**src/rtl/pc_stack_unit_if.sv**
```systemverilog
// Controller-to-fetch-datapath bundle: command strobes, ROM port and PC/IR/stack status.
// The controller (master) drives strobes; the ROM data rides in here so the block sees one bus.
// No handshake: every strobe is a single-cycle command executed on the next clk edge.
interface pc_stack_unit_if #(
    parameter int PC_W = 9,
    parameter int IR_W = 12
);
    logic            pc_inc;
    logic            pc_load;
    logic            pc_mux_sel;
    logic            ir_load;
    logic            stack_load;
    logic            stack_inc;
    logic            stack_dec;
    logic            pcl_we;
    logic [7:0]      pcl_din;
    logic [IR_W-1:0] prog_data;
    logic [PC_W-1:0] prog_addr;
    logic [IR_W-1:0] ir_bus;
    logic [PC_W-1:0] pc_q;
    logic [7:0]      pcl_q;
    logic [1:0]      stack_depth;
    logic            stk_ovf;
    logic            stk_unf;

    // Controller side (plus program ROM data source).
    modport master (
        output pc_inc, pc_load, pc_mux_sel, ir_load,
        output stack_load, stack_inc, stack_dec,
        output pcl_we, pcl_din, prog_data,
        input  prog_addr, ir_bus, pc_q, pcl_q, stack_depth, stk_ovf, stk_unf
    );

    // Fetch datapath side.
    modport slave (
        input  pc_inc, pc_load, pc_mux_sel, ir_load,
        input  stack_load, stack_inc, stack_dec,
        input  pcl_we, pcl_din, prog_data,
        output prog_addr, ir_bus, pc_q, pcl_q, stack_depth, stk_ovf, stk_unf
    );
endinterface

```
**src/rtl/pc_stack_unit.sv**
```systemverilog
// PIC10F200 fetch datapath: program counter, instruction register and 2-level return stack.
// Latency: every strobe takes effect on the next clk edge; outputs are registered state.
// No backpressure: the controller owns sequencing, misuse is flagged via sticky stk_ovf/stk_unf.
module pc_stack_unit #(
    parameter int              PC_W         = 9,
    parameter int              IR_W         = 12,
    parameter int              STACK_DEPTH  = 2,
    parameter logic [PC_W-1:0] RESET_VECTOR = 9'h1FF
) (
    input  logic            clk,
    input  logic            rst,
    pc_stack_unit_if.slave  bus
);

    localparam int DEPTH_W = 2;
    localparam logic [DEPTH_W-1:0] DEPTH_FULL = DEPTH_W'(STACK_DEPTH);
    localparam logic [DEPTH_W-1:0] DEPTH_ONE  = DEPTH_W'(1);
    localparam logic [PC_W-1:0]    PC_ONE     = PC_W'(1);
    localparam logic [2:0]         OP_GOTO    = 3'b101;

    logic [PC_W-1:0]    pc_r;
    logic [PC_W-1:0]    pc_nxt;
    logic [IR_W-1:0]    ir_r;
    logic [PC_W-1:0]    stk_r [STACK_DEPTH];
    logic [PC_W-1:0]    pop_r;
    logic [DEPTH_W-1:0] depth_r;
    logic [DEPTH_W-1:0] depth_nxt;
    logic               push_pending_r;
    logic               ovf_r;
    logic               unf_r;

    logic               stk_full;
    logic               stk_empty;
    logic               do_push;
    logic               do_pop;
    logic               do_inc;

    assign stk_full  = (depth_r == DEPTH_FULL);
    assign stk_empty = (depth_r == '0);

    // A push always wins over a pop in the same cycle; the second CALL cycle's
    // stack_inc is swallowed when the push one cycle earlier already counted.
    assign do_push = bus.stack_load;
    assign do_pop  = bus.stack_dec & ~bus.stack_load;
    assign do_inc  = bus.stack_inc & ~bus.stack_load & ~push_pending_r;

    // Next PC: pcl_we beats pc_load beats pc_inc; nothing asserted holds the PC.
    always_comb begin
        pc_nxt = pc_r;
        if (bus.pcl_we) begin
            // PCL writes always clear the page bit (bit 8).
            pc_nxt = {{(PC_W-8){1'b0}}, bus.pcl_din};
        end else if (bus.pc_load) begin
            if (bus.pc_mux_sel) begin
                if (ir_r[IR_W-1 -: 3] == OP_GOTO) begin
                    pc_nxt = ir_r[PC_W-1:0];
                end else begin
                    // CALL only carries an 8-bit target; upper bits forced low.
                    pc_nxt = {{(PC_W-8){1'b0}}, ir_r[7:0]};
                end
            end else begin
                pc_nxt = pop_r;
            end
        end else if (bus.pc_inc) begin
            pc_nxt = pc_r + PC_ONE;
        end
    end

    // Next depth: push and stray stack_inc count up (saturating), pop counts down (floored).
    always_comb begin
        depth_nxt = depth_r;
        if (do_push || do_inc) begin
            if (!stk_full) begin
                depth_nxt = depth_r + DEPTH_ONE;
            end
        end else if (do_pop) begin
            if (!stk_empty) begin
                depth_nxt = depth_r - DEPTH_ONE;
            end
        end
    end

    // PC and IR registers; IR samples the ROM word at the pre-update address.
    always_ff @(posedge clk) begin
        if (rst) begin
            pc_r <= RESET_VECTOR;
            ir_r <= '0;
        end else begin
            pc_r <= pc_nxt;
            if (bus.ir_load) begin
                ir_r <= bus.prog_data;
            end
        end
    end

    // Return stack data: shift down on push, shift up on pop with bottom entry duplicated.
    always_ff @(posedge clk) begin
        if (rst) begin
            for (int k = 0; k < STACK_DEPTH; k++) begin
                stk_r[k] <= '0;
            end
            pop_r <= '0;
        end else if (do_push) begin
            for (int k = STACK_DEPTH - 1; k > 0; k--) begin
                stk_r[k] <= stk_r[k-1];
            end
            stk_r[0] <= pc_r;
        end else if (do_pop) begin
            pop_r <= stk_r[0];
            for (int k = 0; k < STACK_DEPTH - 1; k++) begin
                stk_r[k] <= stk_r[k+1];
            end
        end
    end

    // Depth bookkeeping, CALL push tracking and sticky misuse flags.
    always_ff @(posedge clk) begin
        if (rst) begin
            depth_r        <= '0;
            push_pending_r <= 1'b0;
            ovf_r          <= 1'b0;
            unf_r          <= 1'b0;
        end else begin
            depth_r        <= depth_nxt;
            push_pending_r <= bus.stack_load;
            if (do_push && stk_full) begin
                ovf_r <= 1'b1;
            end
            if (do_pop && stk_empty) begin
                unf_r <= 1'b1;
            end
        end
    end

    assign bus.prog_addr   = pc_r;
    assign bus.pc_q        = pc_r;
    assign bus.pcl_q       = pc_r[7:0];
    assign bus.ir_bus      = ir_r;
    assign bus.stack_depth = depth_r;
    assign bus.stk_ovf     = ovf_r;
    assign bus.stk_unf     = unf_r;

endmodule

```
**src/flat_wrapper.sv**
```systemverilog
// flat-port wrapper written by rule: the top's interface ports become plain ports
module pc_stack_unit_flat 
#(
    parameter int              PC_W         = 9,
    parameter int              IR_W         = 12,
    parameter int              STACK_DEPTH  = 2,
    parameter logic [PC_W-1:0] RESET_VECTOR = 9'h1FF
)
  (clk, rst, bus_pc_inc, bus_pc_load, bus_pc_mux_sel, bus_ir_load, bus_stack_load, bus_stack_inc, bus_stack_dec, bus_pcl_we, bus_pcl_din, bus_prog_data, bus_prog_addr, bus_ir_bus, bus_pc_q, bus_pcl_q, bus_stack_depth, bus_stk_ovf, bus_stk_unf);
  pc_stack_unit_if #(.PC_W(PC_W), .IR_W(IR_W)) bus_i ();
  input  logic clk;
  input  logic rst;
  input wire logic [$bits(bus_i.pc_inc)-1:0] bus_pc_inc;
  input wire logic [$bits(bus_i.pc_load)-1:0] bus_pc_load;
  input wire logic [$bits(bus_i.pc_mux_sel)-1:0] bus_pc_mux_sel;
  input wire logic [$bits(bus_i.ir_load)-1:0] bus_ir_load;
  input wire logic [$bits(bus_i.stack_load)-1:0] bus_stack_load;
  input wire logic [$bits(bus_i.stack_inc)-1:0] bus_stack_inc;
  input wire logic [$bits(bus_i.stack_dec)-1:0] bus_stack_dec;
  input wire logic [$bits(bus_i.pcl_we)-1:0] bus_pcl_we;
  input wire logic [$bits(bus_i.pcl_din)-1:0] bus_pcl_din;
  input wire logic [$bits(bus_i.prog_data)-1:0] bus_prog_data;
  output wire logic [$bits(bus_i.prog_addr)-1:0] bus_prog_addr;
  output wire logic [$bits(bus_i.ir_bus)-1:0] bus_ir_bus;
  output wire logic [$bits(bus_i.pc_q)-1:0] bus_pc_q;
  output wire logic [$bits(bus_i.pcl_q)-1:0] bus_pcl_q;
  output wire logic [$bits(bus_i.stack_depth)-1:0] bus_stack_depth;
  output wire logic [$bits(bus_i.stk_ovf)-1:0] bus_stk_ovf;
  output wire logic [$bits(bus_i.stk_unf)-1:0] bus_stk_unf;
  assign bus_i.pc_inc = bus_pc_inc;
  assign bus_i.pc_load = bus_pc_load;
  assign bus_i.pc_mux_sel = bus_pc_mux_sel;
  assign bus_i.ir_load = bus_ir_load;
  assign bus_i.stack_load = bus_stack_load;
  assign bus_i.stack_inc = bus_stack_inc;
  assign bus_i.stack_dec = bus_stack_dec;
  assign bus_i.pcl_we = bus_pcl_we;
  assign bus_i.pcl_din = bus_pcl_din;
  assign bus_i.prog_data = bus_prog_data;
  assign bus_prog_addr = bus_i.prog_addr;
  assign bus_ir_bus = bus_i.ir_bus;
  assign bus_pc_q = bus_i.pc_q;
  assign bus_pcl_q = bus_i.pcl_q;
  assign bus_stack_depth = bus_i.stack_depth;
  assign bus_stk_ovf = bus_i.stk_ovf;
  assign bus_stk_unf = bus_i.stk_unf;
  pc_stack_unit #(.PC_W(PC_W), .IR_W(IR_W), .STACK_DEPTH(STACK_DEPTH), .RESET_VECTOR(RESET_VECTOR)) u_core (.clk(clk), .rst(rst), .bus(bus_i));
endmodule
```
**config.mk**
```make
export PLATFORM = sky130hd
export DESIGN_NAME = pc_stack_unit_flat
export DESIGN_NICKNAME = d
export VERILOG_FILES = /design/src/rtl/pc_stack_unit_if.sv /design/src/rtl/pc_stack_unit.sv /design/src/flat_wrapper.sv
export SDC_FILE = /design/constraint.sdc
export NUM_CORES = 1
export LEC_CHECK = 0
export CAP_MARGIN = 20
export CORE_AREA = 3 3 74 76
export DETAILED_ROUTE_END_ITERATION = 8
export DIE_AREA = 0 0 77 79
export PLACE_DENSITY = 0.92
export SLEW_MARGIN = 20
export SYNTH_ARGS = -nofsm -noshare
export SYNTH_HDL_FRONTEND = slang
export SYNTH_SLANG_ARGS = --single-unit
```
**constraint.sdc**
```tcl
create_clock -name clk -period 4.3 [get_ports clk]
set_clock_uncertainty 0.05 [all_clocks]
set_input_delay 0.645 -clock clk [delete_from_list [all_inputs] [get_ports clk]]
set_output_delay 0.645 -clock clk [all_outputs]
set_load 0.01 [all_outputs]
```
==> results.toml, run 1 <==
[place]
portBuffers = 71
dp_slack_ns = 1.35
routabilityCongestion = 0.793
place_area_sq_um = 3050
placed_cells = 353
hpwl_um = 4090

[job]
drv_cap = 0

[layout]
diodes = 0
drive_gt1_share_pct = 4.42
fin_nets = 324
final_util_pct = 65.4
layout.cells.non_filler = 361
area_delta_synth_final_pct = 27.7
design_area_sq_um = 3130

[synth]
synth_edf_count = 18
syn-instance-count = 248
yosysUniqueCellTypes = 41
ys_seq_area_share_pct = 50.7
yosys_warnings = 0
post-synth-top-count-cell = "dfxtp_1"
synth_top_cell_by_area = "dfxtp_1"
syn_area_sq_um = 2450
ys_ff_latch = 53
postSynthAreaPerCell_sq_um = 9.87
synth-async-reset-ratio_pct = 0
synthFlopType = "dfxtp_1"
yosys-top-cells-count = "dfxtp_1, nor2_1, nand2_1"
synth_fp_nets = 279
synth_top_area_share_pct = 28.6
synth_area_leaders = "dfxtp_1, edfxtp_1, mux2i_1"

[floorplanning]
dieArea_sq_um = 6080
dieWidth_um = 77
rows = 25
fp.dieH_um = 79
core_area_sq_um = 4790
io_pins = 72
start_util_pct = 51.2

[cts]
cts_root_buf = "clkbuf_8"
cts-buffers-inserted = 5
postCtsSetupBuffers = 0
clk_path_buf_depth = 2
cts_num_sinks = 53
cts_max_level = 2
ctsHoldBuffers = 0
worstSkewPairLatency_ns = 0.30
ctsResizeCount = 0
cts_tree = "built"
clkTransAtPathRegs_ns = 0.08

[power_and_ir_drop]
p_per_area_nw_per_um2 = 338
ir_drop_uv = 243
power_mw = 1.06
p_leak_nw = 1.19

[timing]
setup_tns_ns = 0
whs_ns = 0.407
max_slew_margin_pct = 48.6
fin_ws_ns = 2.03
fin_crit_sh_pct = 52.8
min_period_ns = 2.27
finalSetupViolCount = 0
finalMaxSlewViolations = 0
hold_violations = 0
tightest_slew_ns = 0.769
grt_setup_unrepaired = "no"
max_freq_mhz = 440

[global_route]
overflow = 0
grt_max_degree = 49
grt_pass1_vias = 1878
antenna_found_initial = 0
grtUsageTotal_pct = 19.7
grt_first_pass_wirelength_um = 9260

[route]
drt_iter0_markers = 211
wl_per_cell_um = 16.2
drc_errors = 0
ant_nets = 0
wl_um = 5830
vias = 1957
via_per_inst = 5.42
first_pass_iters = 4

[worst_setup_path]
cp.required_ns = 4.41
crit_fanout = 19
cp.arrival_ns = 2.38
start_kind = "input port"
crit_path_end_kind = "flip-flop"
criticalPathCategory = "input port to flip-flop"

[run_status]
status = "completed"

[min_path]
hold_path.class = "flip-flop to flip-flop"
-- metal layers --
layer  share of wire [%]  global-route usage [%]  up-vias  wire length, um
li1                    -                       -      945                -
met1                  44                    25.4      932             2550
met2                  49                    32.8       74             2840
met3                 6.4                    5.22        6              372
met4                 1.2                    5.34        0               71
met5                   0                       0        -                0
-- path summary, 6_finish.rpt --
path                      start            endpoint  slack, ns  cells after the start
max              bus_stack_load  u_core.stk_r[0][1]       2.03                      4
min             u_core.pop_r[5]     u_core.pop_r[5]       0.41                      2
max reg2reg  u_core.bus.pc_q[0]  u_core.bus.pc_q[6]       2.48                      5
min reg2reg     u_core.pop_r[5]     u_core.pop_r[5]       0.41                      2
-- registers in the layout, indices dropped and copies added, names as in the netlist --
signal	count
u_core.bus.stk_unf	1
u_core.push_pending_r	1
u_core.bus.ir_bus	12
u_core.bus.stack_depth	2
u_core.pop_r	9
u_core.bus.pc_q	9
u_core.stk_r	18
u_core.bus.stk_ovf	1
-- logic make-up (layout without fill, tap and decap cells) --
logic type	count (synthesis)	in the layout	share of synthesized area (%)
simple gates	82	82	16.5
flops	53	53	50.7
compound gates	49	49	13.0
buf+inv	37	83	8.84
mux	20	20	8.33
xor+xnor	6	6	2.15
fa+ha+maj	1	1	0.511
-- worst max-delay path: stages --
cell and delay (ns):
clkdlybuf4s50_1 0.71, nor2b_2 0.72, a22oi_1 0.16, nor2_1 0.14
-- cells in the final DEF, fill, tap and decap left out, types with 2 or more instances in the layout --
cell / netlist / layout
nand2_1: 23 / 23
edfxtp_1: 18 / 18
inv_1: 3 / 3
nor2b_1: 4 / 3
dfxtp_1: 35 / 35
clkdlybuf4s50_1: 0 / 71
nor4_1: 2 / 2
xnor2_1: 4 / 4
a21oi_1: 19 / 19
a211o_1: 2 / 2
o31ai_1: 3 / 3
mux2_2: 3 / 3
and2_1: 9 / 9
clkbuf_1: 11 / 3
a31oi_1: 2 / 2
xor2_1: 2 / 2
nor2_1: 26 / 26
nand4_1: 2 / 2
a22oi_1: 9 / 9
clkbuf_8: 0 / 5
nand3_1: 3 / 3
a221oi_1: 3 / 3
nor3_1: 4 / 4
o21ai_0: 2 / 2
mux2i_1: 17 / 17
a211oi_1: 5 / 5
-- layout make-up --
cell class	instances	area (sq um)
multi-input combinational	158	993
tap	67	83.8
fill	373	1660
sequential	53	1240
timing repair buffer	72	718
clock buffer	8	80.1
inverter	3	11.3
-- where the power goes --
group	switching [mW]	leakage, nW	total (mW)	internal, mW
Clock	0.150	0.0395	0.266	0.116
Sequential	0.0351	0.491	0.588	0.553
Combinational	0.0891	0.658	0.202	0.113
Note: power is estimated with default switching activity, not from simulation.
==> inputs of run 2 (changes only) <==
--- a/config.mk
+++ b/config.mk
@@ -6,10 +6,10 @@
 export NUM_CORES = 1
 export LEC_CHECK = 0
 export CAP_MARGIN = 20
-export CORE_AREA = 3 3 74 76
+export CORE_AREA = 3 3 77 79
 export DETAILED_ROUTE_END_ITERATION = 8
-export DIE_AREA = 0 0 77 79
-export PLACE_DENSITY = 0.92
+export DIE_AREA = 0 0 80 82
+export PLACE_DENSITY = 0.86
 export SLEW_MARGIN = 20
 export SYNTH_ARGS = -nofsm -noshare
 export SYNTH_HDL_FRONTEND = slang
==> constraint.sdc (replaced) <==
create_clock -name clk -period 2.4 [get_ports clk]
set_clock_uncertainty 0.05 [all_clocks]
set_input_delay 0.36 -clock clk [delete_from_list [all_inputs] [get_ports clk]]
set_output_delay 0.36 -clock clk [all_outputs]
set_load 0.01 [all_outputs]
==> run 2 against run 1 <==
- non-clock buffer count up 5
- clock power grew 120%
- power grew 90%
- die area up 7.8%
- worst setup slack got worse by 1.5 ns
- critical endpoint is now bus_pc_q[5]
==> results.toml, run 2 (same netlist as run 1, synthesis figures left out) <==
[global_route]
antenna_found_initial = 0
grt_first_pass_wirelength_um = 9000
grt_pass1_vias = 1824
grt_max_degree = 35
overflow = 0
grtUsageTotal_pct = 17.8

[floorplanning]
io_pins = 72
dieWidth_um = 80
rows = 27
start_util_pct = 45.3
dieArea_sq_um = 6560
fp.dieH_um = 82
core_area_sq_um = 5410

[route]
vias = 1961
drt_iter0_markers = 112
via_per_inst = 5.29
wl_per_cell_um = 15.1
drc_errors = 0
first_pass_iters = 4
wl_um = 5580
ant_nets = 0

[timing]
max_slew_margin_pct = 55.0
grt_setup_unrepaired = "no"
finalSetupViolCount = 0
min_period_ns = 1.88
fin_crit_sh_pct = 78.5
hold_violations = 0
max_freq_mhz = 531
setup_tns_ns = 0
finalMaxSlewViolations = 0
tightest_slew_ns = 0.673

[cts]
cts-buffers-inserted = 5
ctsResizeCount = 0
ctsHoldBuffers = 0
cts_max_level = 2
clkTransAtPathRegs_ns = 0.09
cts_root_buf = "clkbuf_8"
cts_tree = "built"
postCtsSetupBuffers = 0
worstSkewPairLatency_ns = 0.31
clk_path_buf_depth = 2
cts_num_sinks = 53

[run_status]
status = "completed"

[worst_setup_path]
cp.arrival_ns = 1.47
criticalPathCategory = "flip-flop to output pin"
critPathSlowestCell = "clkdlybuf4s50_1"
start_kind = "flip-flop"
crit_path_end_kind = "output pin"
critPathMaxStageDelay_ns = 0.61
crit_family = "buffers and inverters"
cp.required_ns = 1.99
cp_num_buf_inv = 1
reg2reg_setup_slack_ns = 0.56
crit_path_cell_trace = "clkdlybuf4s50_1"
crit_fanout = 7

[layout]
final_cell_mix = "clkdlybuf4s50_1, dfxtp_1, nor2_1"
design_area_sq_um = 3200
final_common_cell = "clkdlybuf4s50_1"
drive_gt1_share_pct = 6.02
area_delta_synth_final_pct = 30.5
largest_reg_flops = 18
regMostFlops = "u_core.stk_r"
final_util_pct = 59.1
fin_nets = 329
diodes = 0

[job]
drv_cap = 0

[place]
place_area_sq_um = 3090
routabilityCongestion = 0.862
hpwl_um = 4090
portBuffers = 71

[power_and_ir_drop]
ir_drop_uv = 242
p_per_area_nw_per_um2 = 629
power_mw = 2.01
p_leak_nw = 1.22

[min_path]
hold_path.class = "flip-flop to flip-flop"
[run 2: worst paths after layout]
path	startpoint	endpoint	cells after the start
max reg2reg	u_core.bus.pc_q[0]	u_core.bus.pc_q[6]	5
max	u_core.bus.pc_q[5]	bus_pc_q[5]	1
min	u_core.pop_r[7]	u_core.pop_r[7]	2
min reg2reg	u_core.pop_r[7]	u_core.pop_r[7]	2
[run 2: final cells by class]
cell class                 count  area [sq um]
multi-input combinational    158           991
sequential                    53          1240
fill                         448          2210
clock inverter                 2          33.8
tap                           72          90.1
clock buffer                   6          72.6
timing repair buffer          77           756
inverter                       3          11.3
[run 2: per-stage QoR]
| stage | instances | hold slack [ns] | setup slack [ns] |
|---|---|---|---|
| after detailed placement | 363 | 0.411 | 0.304 |
| final | 371 | 0.423 | 0.516 |
| after global placement | 363 | 0.395 | 0.359 |
| after CTS | 371 | 0.423 | 0.498 |
| after global routing | 371 | 0.441 | 0.436 |
| after floorplan | 248 | 0.384 | 0.682 |
[run 2: power by group]
part | internal, mW | leakage, nW | switching, mW
registers | 0.991 | 0.491 | 0.0618
clock network | 0.308 | 0.0528 | 0.284
logic | 0.207 | 0.681 | 0.157
total | 1.51 | 1.22 | 0.503
[run 2: layer usage]
| metal | GRT usage, % | share of wire (%) | up-vias |
|---|---|---|---|
| met1 | 23.3 | 45 | 934 |
| met3 | 4.82 | 7.3 | 7 |
| met5 | 0 | 0 | - |
| met4 | 5.07 | 1.1 | 0 |
| li1 | - | - | 955 |
| met2 | 29.1 | 47 | 65 |
==> inputs of run 3 (changes only) <==
--- a/config.mk
+++ b/config.mk
@@ -6,10 +6,10 @@
 export NUM_CORES = 1
 export LEC_CHECK = 0
 export CAP_MARGIN = 20
-export CORE_AREA = 3 3 77 79
+export CORE_AREA = 3 3 81 83
 export DETAILED_ROUTE_END_ITERATION = 8
-export DIE_AREA = 0 0 80 82
-export PLACE_DENSITY = 0.86
+export DIE_AREA = 0 0 84 86
+export PLACE_DENSITY = 0.82
 export SLEW_MARGIN = 20
 export SYNTH_ARGS = -nofsm -noshare
 export SYNTH_HDL_FRONTEND = slang
==> constraint.sdc (replaced) <==
create_clock -name clk -period 1.7 [get_ports clk]
set_clock_uncertainty 0.05 [all_clocks]
set_input_delay 0.255 -clock clk [delete_from_list [all_inputs] [get_ports clk]]
set_output_delay 0.255 -clock clk [all_outputs]
set_load 0.01 [all_outputs]
==> run 3 against run 2 <==
- design area is 4.9% higher
- register-to-register slack got worse by 0.45 ns
- power grew 37%
- sequential share of layout area shrank 1.5 points
- non-clock buffer count rose by 17
- global-route usage down 0.81 points
- critical path type unchanged
- critical endpoint is now bus_pc_q[0]
- largest cell class unchanged
==> results.toml, run 3 (same netlist as run 1, synthesis figures left out) <==
[route]
first_pass_iters = 4
wl_um = 5990
drc_errors = 0
wl_per_cell_um = 15.3
ant_nets = 0
vias = 2046
via_per_inst = 5.23
drt_iter0_markers = 147

[cts]
clk_path_buf_depth = 2
cts_root_buf = "clkbuf_8"
cts_max_level = 2
cts_tree = "built"
worstSkewPairLatency_ns = 0.32
cts_num_sinks = 53
cts-buffers-inserted = 5
clkTransAtPathRegs_ns = 0.10

[worst_setup_path]
start_kind = "flip-flop"
critPathSlowestCell = "clkdlybuf4s50_1"
cp.required_ns = 1.39
crit_fanout = 7
criticalPathCategory = "flip-flop to output pin"
crit_path_cell_trace = "buf_4 > clkdlybuf4s50_1"
crit_path_end_kind = "output pin"
cp.arrival_ns = 1.35
critPathMaxStageDelay_ns = 0.54

[global_route]
grt_max_degree = 37
use_met1_pct = 20.9
overflow = 0
use_met2_pct = 29.3
grt_pass1_vias = 2024
top_usage_layer = "met2"
grt_first_pass_wirelength_um = 9760
grtUsageTotal_pct = 17.0
antenna_found_initial = 0
globalRouteMet3Util_pct = 4.61

[place]
routabilityCongestion = 0.831
placed_cells = 383
hpwl_um = 4500
portBuffers = 71
dp_slack_ns = -0.0978

[layout]
final_util_pct = 56.6
area_delta_synth_final_pct = 36.8
layout.cells.non_filler = 391
final_cell_mix = "clkdlybuf4s50_1, dfxtp_1, nor2_1"
regMostFlops = "u_core.stk_r"
final_common_cell = "clkdlybuf4s50_1"
drive_gt1_share_pct = 13.3
diodes = 0
largest_reg_flops = 18
fin_nets = 346

[run_status]
status = "completed"

[timing]
max_slew_margin_pct = 75.4
hold_violations = 0
whs_ns = 0.424
fin_ws_ns = 0.0463
min_period_ns = 1.65
finalMaxSlewViolations = 0
max_freq_mhz = 605
tightest_slew_ns = 0.369
fin_crit_sh_pct = 97.3
grt_setup_unrepaired = "no"
finalSetupViolCount = 0

[floorplanning]
rows = 28
dieArea_sq_um = 7220
io_pins = 72
fp.dieH_um = 86
start_util_pct = 41.4
dieWidth_um = 84
core_area_sq_um = 5920

[min_path]
hold_path.class = "flip-flop to flip-flop"

[power_and_ir_drop]
power_mw = 2.76
p_leak_nw = 1.32
ir_drop_uv = 392
p_per_area_nw_per_um2 = 823

[job]
drv_cap = 0
run 3: cell count changes in the layout (fill, tap and decap cells not counted), sizes merged:
cell | before | now
buf | 6 | 23
inv | 3 | 4
clkinv | 1 | 0
clkdlybuf4s50 | 71 | 66
dlygate4sd2 | 0 | 1
clkinvlp | 0 | 1
bufinv | 1 | 0
dlymetal6s2s | 0 | 4
run 3: power breakdown:
part	switching [mW]	internal, mW
Sequential	0.0746	1.40
Combinational	0.247	0.327
Clock	0.416	0.292
run 3: repair_timing:
item,in CTS,in global routing
pin swaps,0,0
setup endpoints to repair,10,10
gates resized for setup,4,7
hold buffers,0,0
setup buffers,0,0
run 3: stage by stage:
stage          TNS [ns]  instance area, sq um
2_1_floorplan         0                  2450
3_3_place_gp     -0.172                  3250
3_5_place_dp     -0.272                  3250
4_1_cts               0                  3340
5_1_grt               0                  3350
6_report              0                  3350
run 3: area by class of cell:
cell class | instances | area [sq um]
clock inverter | 2 | 13.8
sequential | 53 | 1250
multi-input combinational | 158 | 991
inverter | 3 | 11.3
tap | 75 | 93.8
timing repair buffer | 94 | 917
fill | 496 | 2570
clock buffer | 6 | 72.6
run 3: worst paths after layout:
kind	cells after the start	from	endpoint	slack (ns)
max	2	u_core.bus.pc_q[0]	bus_pc_q[0]	0.05
min	2	u_core.pop_r[8]	u_core.pop_r[8]	0.42
max reg2reg	5	u_core.bus.pc_q[1]	u_core.bus.pc_q[6]	0.11
min reg2reg	2	u_core.pop_r[8]	u_core.pop_r[8]	0.42
run 3: worst max-delay path, delay by kind of cell, from the launching register on:
kind	cells	cell delay [ns]
buffers and inverters	2	0.69
flip-flops	1	0.34
run 3: routing by layer:
layer | wire length [um] | vias to the layer above
met1 | 2650 | 991
met4 | 88 | 0
met3 | 284 | 9
met2 | 2960 | 56
li1 | - | 990
met5 | 0 | -
